File: config.mk
export PLATFORM = sky130hd
export DESIGN_NAME = prog_rom_flat
export DESIGN_NICKNAME = d
export VERILOG_FILES = /design/src/rtl/prog_rom_pkg.sv /design/src/rtl/prog_rom_if.sv /design/src/rtl/prog_rom_mem.sv /design/src/rtl/prog_rom.sv /design/src/flat_wrapper.sv
export SDC_FILE = /design/constraint.sdc
export NUM_CORES = 2
export LEC_CHECK = 0
export BUFFER_PORTS_ARGS = -buffer_cell sky130_fd_sc_hd__buf_4
export CELL_PAD_IN_SITES_DETAIL_PLACEMENT = 1
export CELL_PAD_IN_SITES_GLOBAL_PLACEMENT = 1
export CORE_MARGIN = 3
export CORE_UTILIZATION = 50
export CTS_CLUSTER_SIZE = 14
export DETAILED_ROUTE_END_ITERATION = 8
export GPL_ROUTABILITY_DRIVEN = 0
export PLACE_DENSITY = 0.7
export SYNTH_ARGS = -nofsm -noshare
export SYNTH_HDL_FRONTEND = slang
export SYNTH_SLANG_ARGS = --single-unit
File: constraint.sdc
create_clock -name clk -period 7.7 [get_ports clk]
set_clock_uncertainty 0.2 [all_clocks]
set_input_delay 1.54 -clock clk [delete_from_list [all_inputs] [get_ports clk]]
set_output_delay 1.54 -clock clk [all_outputs]
set_load 0.03 [all_outputs]
File: src/rtl/prog_rom_pkg.sv
// prog_rom_pkg: shared state encoding and default fill word for the program ROM
package prog_rom_pkg;
  typedef enum logic [1:0] {RUN, DRAIN, LOAD} state_t;
  localparam logic [31:0] FILL_WORD_DEF = 32'h0000_0013;
endpackage

File: src/rtl/prog_rom_if.sv
// prog_rom_if: load port and read request/response bus of the program ROM
interface prog_rom_if #(
  parameter int DATA_W = 32,
  parameter int ADDR_W = 6,
  parameter int CNT_W  = 7
) ();
  logic              enable;
  logic              load_valid;
  logic [DATA_W-1:0] load_data;
  logic              load_ready;
  logic [CNT_W-1:0]  load_count;
  logic              req_valid;
  logic [ADDR_W-1:0] req_addr;
  logic              req_ready;
  logic              rsp_valid;
  logic [DATA_W-1:0] rsp_data;
  logic              rsp_err;
  logic              rsp_ready;
  modport master (
    output enable, load_valid, load_data, req_valid, req_addr, rsp_ready,
    input  load_ready, load_count, req_ready, rsp_valid, rsp_data, rsp_err
  );
  modport slave (
    input  enable, load_valid, load_data, req_valid, req_addr, rsp_ready,
    output load_ready, load_count, req_ready, rsp_valid, rsp_data, rsp_err
  );
endinterface

File: src/rtl/prog_rom_mem.sv
// prog_rom_mem: single-write, single-read storage array without reset
module prog_rom_mem #(
  parameter int N      = 64,
  parameter int DATA_W = 32,
  parameter int ADDR_W = $clog2(N)
) (
  input  logic              clk,
  input  logic              i_we,
  input  logic [ADDR_W-1:0] i_waddr,
  input  logic [DATA_W-1:0] i_wdata,
  input  logic [ADDR_W-1:0] i_raddr,
  output logic [DATA_W-1:0] o_rdata
);
  logic [DATA_W-1:0] r_mem [N];
  // write port; contents are only meaningful below the load pointer
  always_ff @(posedge clk)
    if (i_we) r_mem[i_waddr] <= i_wdata;
  assign o_rdata = r_mem[i_raddr];
endmodule

File: src/rtl/prog_rom.sv
// prog_rom: loadable instruction ROM with registered read response and unprogrammed-word flagging
module prog_rom
  import prog_rom_pkg::*;
#(
  parameter int              N         = 64,
  parameter int              DATA_W    = 32,
  parameter int              ADDR_W    = $clog2(N),
  parameter logic [DATA_W-1:0] FILL_WORD = DATA_W'(FILL_WORD_DEF)
) (
  input logic       clk,
  input logic       rst,
  prog_rom_if.slave bus
);
  localparam int CNT_W = $clog2(N + 1);
  state_t            r_state, w_next;
  logic [CNT_W-1:0]  r_count;
  logic              r_up, r_rsp_valid, r_rsp_err;
  logic [DATA_W-1:0] r_rsp_data, w_rdata;
  logic              w_rsp_take, w_req_take, w_load_take, w_clr, w_hit;

  assign w_rsp_take     = r_rsp_valid && bus.rsp_ready;
  assign bus.req_ready  = r_up && r_state == RUN && (!r_rsp_valid || bus.rsp_ready);
  assign w_req_take     = bus.req_valid && bus.req_ready;
  assign bus.load_ready = r_state == LOAD && r_count < CNT_W'(N);
  assign w_load_take    = bus.load_valid && bus.load_ready;
  // covers req_addr >= N too, since load_count never exceeds N
  assign w_hit          = CNT_W'(bus.req_addr) < r_count;
  assign w_clr          = w_next == LOAD && r_state != LOAD;
  assign bus.load_count = r_count;
  assign bus.rsp_valid  = r_rsp_valid;
  assign bus.rsp_data   = r_rsp_data;
  assign bus.rsp_err    = r_rsp_err;

  prog_rom_mem #(.N(N), .DATA_W(DATA_W), .ADDR_W(ADDR_W)) u_mem (
    .clk    (clk),
    .i_we   (w_load_take),
    .i_waddr(ADDR_W'(r_count)),
    .i_wdata(bus.load_data),
    .i_raddr(bus.req_addr),
    .o_rdata(w_rdata)
  );

  // mode sequencing: a pending response must drain before programming starts
  always_comb begin
    w_next = r_state;
    if (r_state == RUN && bus.enable) w_next = (r_rsp_valid && !bus.rsp_ready) ? DRAIN : LOAD;
    else if (r_state == DRAIN) w_next = !bus.enable ? RUN : w_rsp_take ? LOAD : DRAIN;
    else if (r_state == LOAD && !bus.enable) w_next = RUN;
  end

  // state register; r_up holds req_ready low until the first edge after reset
  always_ff @(posedge clk or posedge rst)
    if (rst) begin
      r_state <= RUN;
      r_up    <= 1'b0;
    end else begin
      r_state <= w_next;
      r_up    <= 1'b1;
    end

  // load pointer: restarts on entry to LOAD, saturates at N
  always_ff @(posedge clk or posedge rst)
    if (rst) r_count <= '0;
    else if (w_clr) r_count <= '0;
    else if (w_load_take) r_count <= r_count + CNT_W'(1);

  // response register held until the consumer accepts it
  always_ff @(posedge clk or posedge rst)
    if (rst) begin
      r_rsp_valid <= 1'b0;
      r_rsp_data  <= '0;
      r_rsp_err   <= 1'b0;
    end else if (w_req_take) begin
      r_rsp_valid <= 1'b1;
      r_rsp_data  <= w_hit ? w_rdata : FILL_WORD;
      r_rsp_err   <= !w_hit;
    end else if (w_rsp_take) r_rsp_valid <= 1'b0;
endmodule
File: src/flat_wrapper.sv
// flat-port wrapper written by rule: the top's interface ports become plain ports
module prog_rom_flat import prog_rom_pkg::*;
#(
  parameter int              N         = 64,
  parameter int              DATA_W    = 32,
  parameter int              ADDR_W    = $clog2(N),
  parameter logic [DATA_W-1:0] FILL_WORD = DATA_W'(FILL_WORD_DEF)
)
  (clk, rst, bus_enable, bus_load_valid, bus_load_data, bus_req_valid, bus_req_addr, bus_rsp_ready, bus_load_ready, bus_load_count, bus_req_ready, bus_rsp_valid, bus_rsp_data, bus_rsp_err);
  prog_rom_if #(.DATA_W(DATA_W), .ADDR_W(ADDR_W)) bus_i ();
  input logic clk;
  input logic rst;
  input wire logic [$bits(bus_i.enable)-1:0] bus_enable;
  input wire logic [$bits(bus_i.load_valid)-1:0] bus_load_valid;
  input wire logic [$bits(bus_i.load_data)-1:0] bus_load_data;
  input wire logic [$bits(bus_i.req_valid)-1:0] bus_req_valid;
  input wire logic [$bits(bus_i.req_addr)-1:0] bus_req_addr;
  input wire logic [$bits(bus_i.rsp_ready)-1:0] bus_rsp_ready;
  output wire logic [$bits(bus_i.load_ready)-1:0] bus_load_ready;
  output wire logic [$bits(bus_i.load_count)-1:0] bus_load_count;
  output wire logic [$bits(bus_i.req_ready)-1:0] bus_req_ready;
  output wire logic [$bits(bus_i.rsp_valid)-1:0] bus_rsp_valid;
  output wire logic [$bits(bus_i.rsp_data)-1:0] bus_rsp_data;
  output wire logic [$bits(bus_i.rsp_err)-1:0] bus_rsp_err;
  assign bus_i.enable = bus_enable;
  assign bus_i.load_valid = bus_load_valid;
  assign bus_i.load_data = bus_load_data;
  assign bus_i.req_valid = bus_req_valid;
  assign bus_i.req_addr = bus_req_addr;
  assign bus_i.rsp_ready = bus_rsp_ready;
  assign bus_load_ready = bus_i.load_ready;
  assign bus_load_count = bus_i.load_count;
  assign bus_req_ready = bus_i.req_ready;
  assign bus_rsp_valid = bus_i.rsp_valid;
  assign bus_rsp_data = bus_i.rsp_data;
  assign bus_rsp_err = bus_i.rsp_err;
  prog_rom #(.N(N), .DATA_W(DATA_W), .ADDR_W(ADDR_W), .FILL_WORD(FILL_WORD)) u_core (.clk(clk), .rst(rst), .bus(bus_i));
endmodule
Yosys cells after proc, flatten, opt, wreduce, memory -nomap -nowiden
Memory sizes are Yosys's and may differ from the RTL's.
Index checks and enable logic that the tools add are counted.
{ "totals": {"reg_bits": 44, "ram_bits": 2048, "memories": 1, "wordCells": 45} }
{ "mem_list": {"columns": ["name", "depth", "width", "read_ports", "rd_ports_with_merged_regs", "wr", "line_no", "text"], "rows": [
  ["u_core.u_mem.r_mem", 64, 32, 1, 0, 1, "prog_rom_mem.sv:14", "logic [DATA_W-1:0] r_mem [N];"]
]} }
{ "op_classes": {"n_addsub": 1, "eq_ne": 4, "order_cmp": 2, "mux": 13, "n_reduce_logical": 18} }
{ "ops": {"columns": ["cell", "count"], "rows": [
  ["32-bit 2-to-1 mux", 1],
  ["7-bit 2-to-1 mux", 2],
  ["2-bit 2-to-1 mux", 6],
  ["1-bit logical AND", 10],
  ["7-bit by 1-bit adder with 7-bit output (second input constant)", 1],
  ["6-bit by 7-bit < comparator with 1-bit output", 1],
  ["7-bit < comparator (second input constant)", 1],
  ["2-bit equality test (second input constant)", 2],
  ["1-bit zero test", 4],
  ["1-bit 2-to-1 mux", 4],
  ["2-bit nonzero test", 2],
  ["2-bit by 1-bit equality test with 1-bit output (second input constant)", 1],
  ["2-bit zero test", 1],
  ["2-bit inequality test (second input constant)", 1],
  ["1-bit logical OR", 1]
]} }

Logic depth before layout (Yosys ltp)
{ "logic_depth": {"word_depth": 8, "ltp_mapped": 11, "ltp_nobuf": 7} }

Cells and area by module
A second synthesis with hierarchy kept.
{ "hier_totals": {"hier_cells": 3508, "hier_area_um2": 79915.4} }
{ "modules_own_cells": {"columns": ["module", "area_per_inst_um2", "instances", "cells_each", "seq_area_each_um2"], "rows": [
  ["prog_rom_mem", 77874.7, 1, 3292, 61499.0],
  ["prog_rom", 2040.7, 1, 216, 1101.1]
]} }

Worst setup path before layout
Ideal clock, no wire load.
{ "synth_path": {"kind": "in2reg", "startpoint": "input port bus_load_valid", "endpoint": "memory u_core.u_mem.r_mem[14][0], enable pin", "setup_ps": 421, "arrival_ps": 3936, "setup_slack_ps": 3143, "path_buffers": 1, "path_stages": 5, "path_cell_list": "nor4bb_1 > clkbuf_1 > nor2b_1 > nand3_1 > nor2_1"} }
{ "synth_between": {"elab_chain_cells": 3} }
{ "synth_rtl": {"columns": ["element", "line_no", "text"], "rows": [
  ["from (decl)", "flat_wrapper.sv:14", "input wire logic [$bits(bus_i.load_valid)-1:0] bus_load_valid;"],
  ["1-bit logical AND", "prog_rom.sv:25", "assign w_load_take = bus.load_valid && bus.load_ready;"],
  ["1-bit 2-to-1 mux", "prog_rom_mem.sv:17", "if (i_we) r_mem[i_waddr] <= i_wdata;"],
  ["1-bit 2-to-1 mux (implied by the code)", "prog_rom_mem.sv:17", null],
  ["to (decl)", "prog_rom_mem.sv:14", null]
]} }
No other way between the ends.

Worst setup path after layout
{ "layout_path": {"startpoint": "input port bus_req_addr[0]", "endpoint": "register u_core.r_rsp_data[2], in the netlist u_core.bus.rsp_data[2]"} }
{ "layout_between": {"elab_chain_cells": 2} }
{ "layout_rtl": {"columns": ["element", "line_no", "text"], "rows": [
  ["from (decl)", "flat_wrapper.sv:17", "input wire logic [$bits(bus_i.req_addr)-1:0] bus_req_addr;"],
  ["memory 64 x 32 bit / 6-bit by 7-bit < comparator with 1-bit output (equally long branches)", null, null],
  ["32-bit 2-to-1 mux *", "prog_rom.sv:75", "r_rsp_data <= w_hit ? w_rdata : FILL_WORD;"],
  ["to (signal assigned)", "prog_rom.sv:75", null],
  ["to (decl)", "prog_rom.sv:18", "logic [DATA_W-1:0] r_rsp_data, w_rdata;"]
]} }
Every way passes the cells marked *; elsewhere a longest branch is shown, timed or not.
A chain may end at the register's enable or synchronous reset.

==> results.json <==
{
  "status": "finished, final reports clean",
  "cts_resized": 0,
  "h-tree-depth": 4,
  "viasPerCell": 6.58,
  "hpwlAfterDp_um": 118000,
  "synth_simple_gate_area_frac": 0.0194,
  "cts_buffer_depth": 3,
  "leakagePower_nw": 28.5,
  "final.min_clock_period_ns": 4.60,
  "critPathKind": "in2reg",
  "fillCellCount": 13100,
  "ant_nets": 0,
  "cp-start-kind": "primary input",
  "area_growth_pct": 12.7,
  "insertion_delay_ns": 0.83,
  "ir_drop_v": 0.000203,
  "synthCells": 3529,
  "p_sw_frac": 0.224,
  "synth_mux_area_frac": 0.161,
  "synth_area_um2": 80000,
  "yosys_warnings": 0,
  "drive_gt1_frac": 0.265,
  "chipHeight_um": 406,
  "rsz0062_at_grt": "false",
  "start_util": 0.504,
  "cts_tree": "yes",
  "synth_top_family_by_area": "multiplexers",
  "ys.flop_type": "edfxtp_1",
  "wire_per_inst_um": 36.2,
  "first_global_vias": 40600,
  "fin_crit_sh": 0.597,
  "nets": 3788,
  "place_area_um2": 83800,
  "grt_usage": 0.267,
  "dieArea_um2": 165000,
  "p_per_area_nw_per_um2": 267,
  "ios": 87,
  "ctsRootBufferMaster": "clkbuf_16",
  "drtPass1Iterations": 5,
  "setup_tns_ns": 0,
  "core_um2": 159000,
  "tightest_slew_ns": 1.27,
  "crit_path_end_kind": "register",
  "fmax_mhz": 218,
  "slew_headroom": 0.146,
  "synth_compound_area_frac": 0.0237,
  "ys_seq_area_frac": 0.783,
  "async_reset_ff_frac": 0.0210,
  "fin_area_um2": 90200,
  "finalSetupViolCount": 0,
  "post-cts-setup-buffers": 0,
  "cts.sinks": 2092,
  "switchingPower_mw": 5.39,
  "crit_required_ns": 8.27,
  "avgSynthCellArea_um2": 22.7,
  "die_x_um": 406,
  "combPwrFrac": 0.066,
  "port_buffers": 86,
  "hold_viol": 0,
  "crit_arrival_ns": 5.17,
  "clk_pin_slew_ns": 0.06,
  "drcViolationCount": 0,
  "synthesis.nets": 3579,
  "clkPwrFrac": 0.400,
  "grt_pass1_wl_um": 309000,
  "gr-total-overflow": 0,
  "rows": 146,
  "numCtsBuffers": 202,
  "wl_um": 216000,
  "slew_viol_final": 0,
  "hold_class": "reg2reg",
  "cp_max_fo": 69,
  "drv_cap": 0,
  "p_seq_frac": 0.534,
  "p_int_mw": 18.7,
  "dr_total_vias": 39300,
  "r2r_setup_slack_ns": 3.49,
  "synth-xor-area-share": 0.000547,
  "synth-edff-count": 2048,
  "antenna_found_initial": 11,
  "ys_ff_latch": 2092,
  "synth_cell_type_count": 57,
  "synthAdderAreaFrac": 0.000938,
  "grt_max_degree": 95,
  "drt_iter0_drc": 5568,
  "hold_buffers": 0
}
## cell families after synthesis
logic type / count (synthesis)
XOR/XNOR: 5
AND/OR/NAND/NOR: 298
multiplexers: 685
flip-flops: 2092
adder cells (fa/ha/maj): 6
AO/OA/AOI/OAI: 239
buffers and inverters: 203
other: 1
## flip-flops by register name, summed over array words and instances, names as in the netlist
name and cells:
u_core.bus.load_count 7, u_core.bus.rsp_data 32, u_core.bus.rsp_err 1, u_core.bus.rsp_valid 1
u_core.r_state 2, u_core.r_up 1, u_core.u_mem.r_mem 2048
## worst paths after layout
kind | from | endpoint | depth (start not counted)
setup / recovery | bus_req_addr[0] | u_core.bus.rsp_data[2]$_DFFE_PP0P_ | 9
hold / removal | u_core.bus.rsp_err$_DFFE_PP0P_ | u_core.bus.rsp_err$_DFFE_PP0P_ | 2
setup reg to reg | u_core.r_state[1]$_DFF_PP0_ | u_core.u_mem.r_mem[22][3]$_DFFE_PP_ | 6
min in group asynchronous | rst | u_core.bus.rsp_valid$_DFFE_PP0P_ | 3
max in group asynchronous | rst | u_core.bus.rsp_data[5]$_DFFE_PP0P_ | 3
hold reg to reg | u_core.bus.rsp_err$_DFFE_PP0P_ | u_core.bus.rsp_err$_DFFE_PP0P_ | 2
## power by group through the flow
| stage | registers (mW) | logic [mW] | clock network [mW] |
|---|---|---|---|
| after floorplan | 13.1 | 0.731 | 0 |
| after global placement | 13.1 | 1.55 | 0 |
| after detailed placement | 13.1 | 1.58 | 0 |
| after CTS | 12.9 | 1.59 | 9.79 |
| after global routing | 12.9 | 1.68 | 10.3 |
| final | 12.9 | 1.58 | 9.64 |
## cell type report
type | count | area [µm²] | area share
clock inverters | 107 | 1010 | 0.0112
clock buffers | 263 | 5380 | 0.0596
repair buffers | 197 | 1590 | 0.0176
diodes | 1 | 2.50 | 0.0000278
flip-flops and latches | 2092 | 62600 | 0.694
multi-input cells | 1234 | 17000 | 0.188
well taps | 2072 | 2590 | 0.0287
inverters | 11 | 43.8 | 0.000486
## layout by cell type, fill, tap and decap left out, types with 19 or more instances in the layout
| cell type | instances |
|---|---|
| a22o_1 | 23 |
| a22oi_1 | 93 |
| mux4_2 | 479 |
| mux2i_1 | 201 |
| clkbuf_1 | 53 |
| nand2_1 | 37 |
| a2111o_1 | 22 |
| nand3_1 | 60 |
| a31oi_1 | 24 |
| dfrtp_1 | 44 |
| edfxtp_1 | 2048 |
| nor2_1 | 19 |
| clkinv_1 | 44 |
| a221oi_1 | 22 |
| nor3b_1 | 45 |
| clkbuf_16 | 203 |
| nor2_4 | 66 |
| buf_4 | 187 |
| clkinv_2 | 30 |
## critical path, cell delays in order
cell and delay, ns:
buf_8 0.56, buf_4 0.46, buf_4 0.55, nor2b_4 0.06, buf_4 0.36, a22oi_1 0.26
nand3_1 0.40, a31oi_1 0.66, a2111o_1 0.16
## cells in the mapped netlist (4+ instances only)
master | instances | area, µm²
buf_1 | 25 | 93.8
a211o_1 | 4 | 35.0
inv_1 | 11 | 41.3
o21ai_0 | 5 | 25.0
a22oi_1 | 93 | 698
nor4_1 | 4 | 25.0
dfrtp_1 | 44 | 1100
and3_1 | 8 | 50.1
edfxtp_1 | 2048 | 61500
nor2b_1 | 9 | 56.3
o22ai_1 | 13 | 81.3
a311oi_1 | 4 | 35.0
and2_1 | 4 | 25.0
mux4_2 | 479 | 10800
clkbuf_1 | 83 | 312
buf_6 | 5 | 56.3
nand2_1 | 38 | 143
a22o_1 | 23 | 201
a221oi_1 | 22 | 193
nor2_1 | 85 | 319
xnor2_1 | 5 | 43.8
a2111o_1 | 22 | 248
ha_1 | 6 | 75.1
nand3_1 | 60 | 300
nand4_1 | 11 | 68.8
nand2b_1 | 6 | 37.5
nand3b_1 | 5 | 37.5
mux2i_1 | 201 | 2010
nor3b_1 | 45 | 338
nor3_1 | 11 | 55.1
buf_2 | 49 | 245
a31oi_1 | 24 | 150
a211oi_1 | 6 | 45.0
mux2_2 | 5 | 56.3
buf_4 | 30 | 225
## stage by stage
| stage | instances | power [mW] | setup WS (ns) | utilization | hold slack (ns) |
|---|---|---|---|---|---|
| floorplan | 3529 | 13.9 | 3.14 | - | 0.375 |
| global placement | 5606 | 14.6 | 2.18 | 0.528 | 0.308 |
| detailed placement | 5606 | 14.7 | 2.21 | 0.528 | 0.307 |
| CTS | 5976 | 24.2 | 3.08 | 0.568 | 0.324 |
| global route | 5976 | 24.8 | 2.85 | 0.568 | 0.366 |
| finish | 5977 | 24.1 | 3.10 | 0.568 | 0.322 |
## layer usage
layer,part of all wire,vias up,routed length (µm),GRT usage
li1,-,15500,-,-
met1,0.41,21500,89100,0.396
met2,0.48,2033,104000,0.418
met3,0.083,309,18000,0.0421
met4,0.026,4,5540,0.0732
met5,0.00016,-,34,0
No activity file was read; power rests on OpenSTA's default activity.
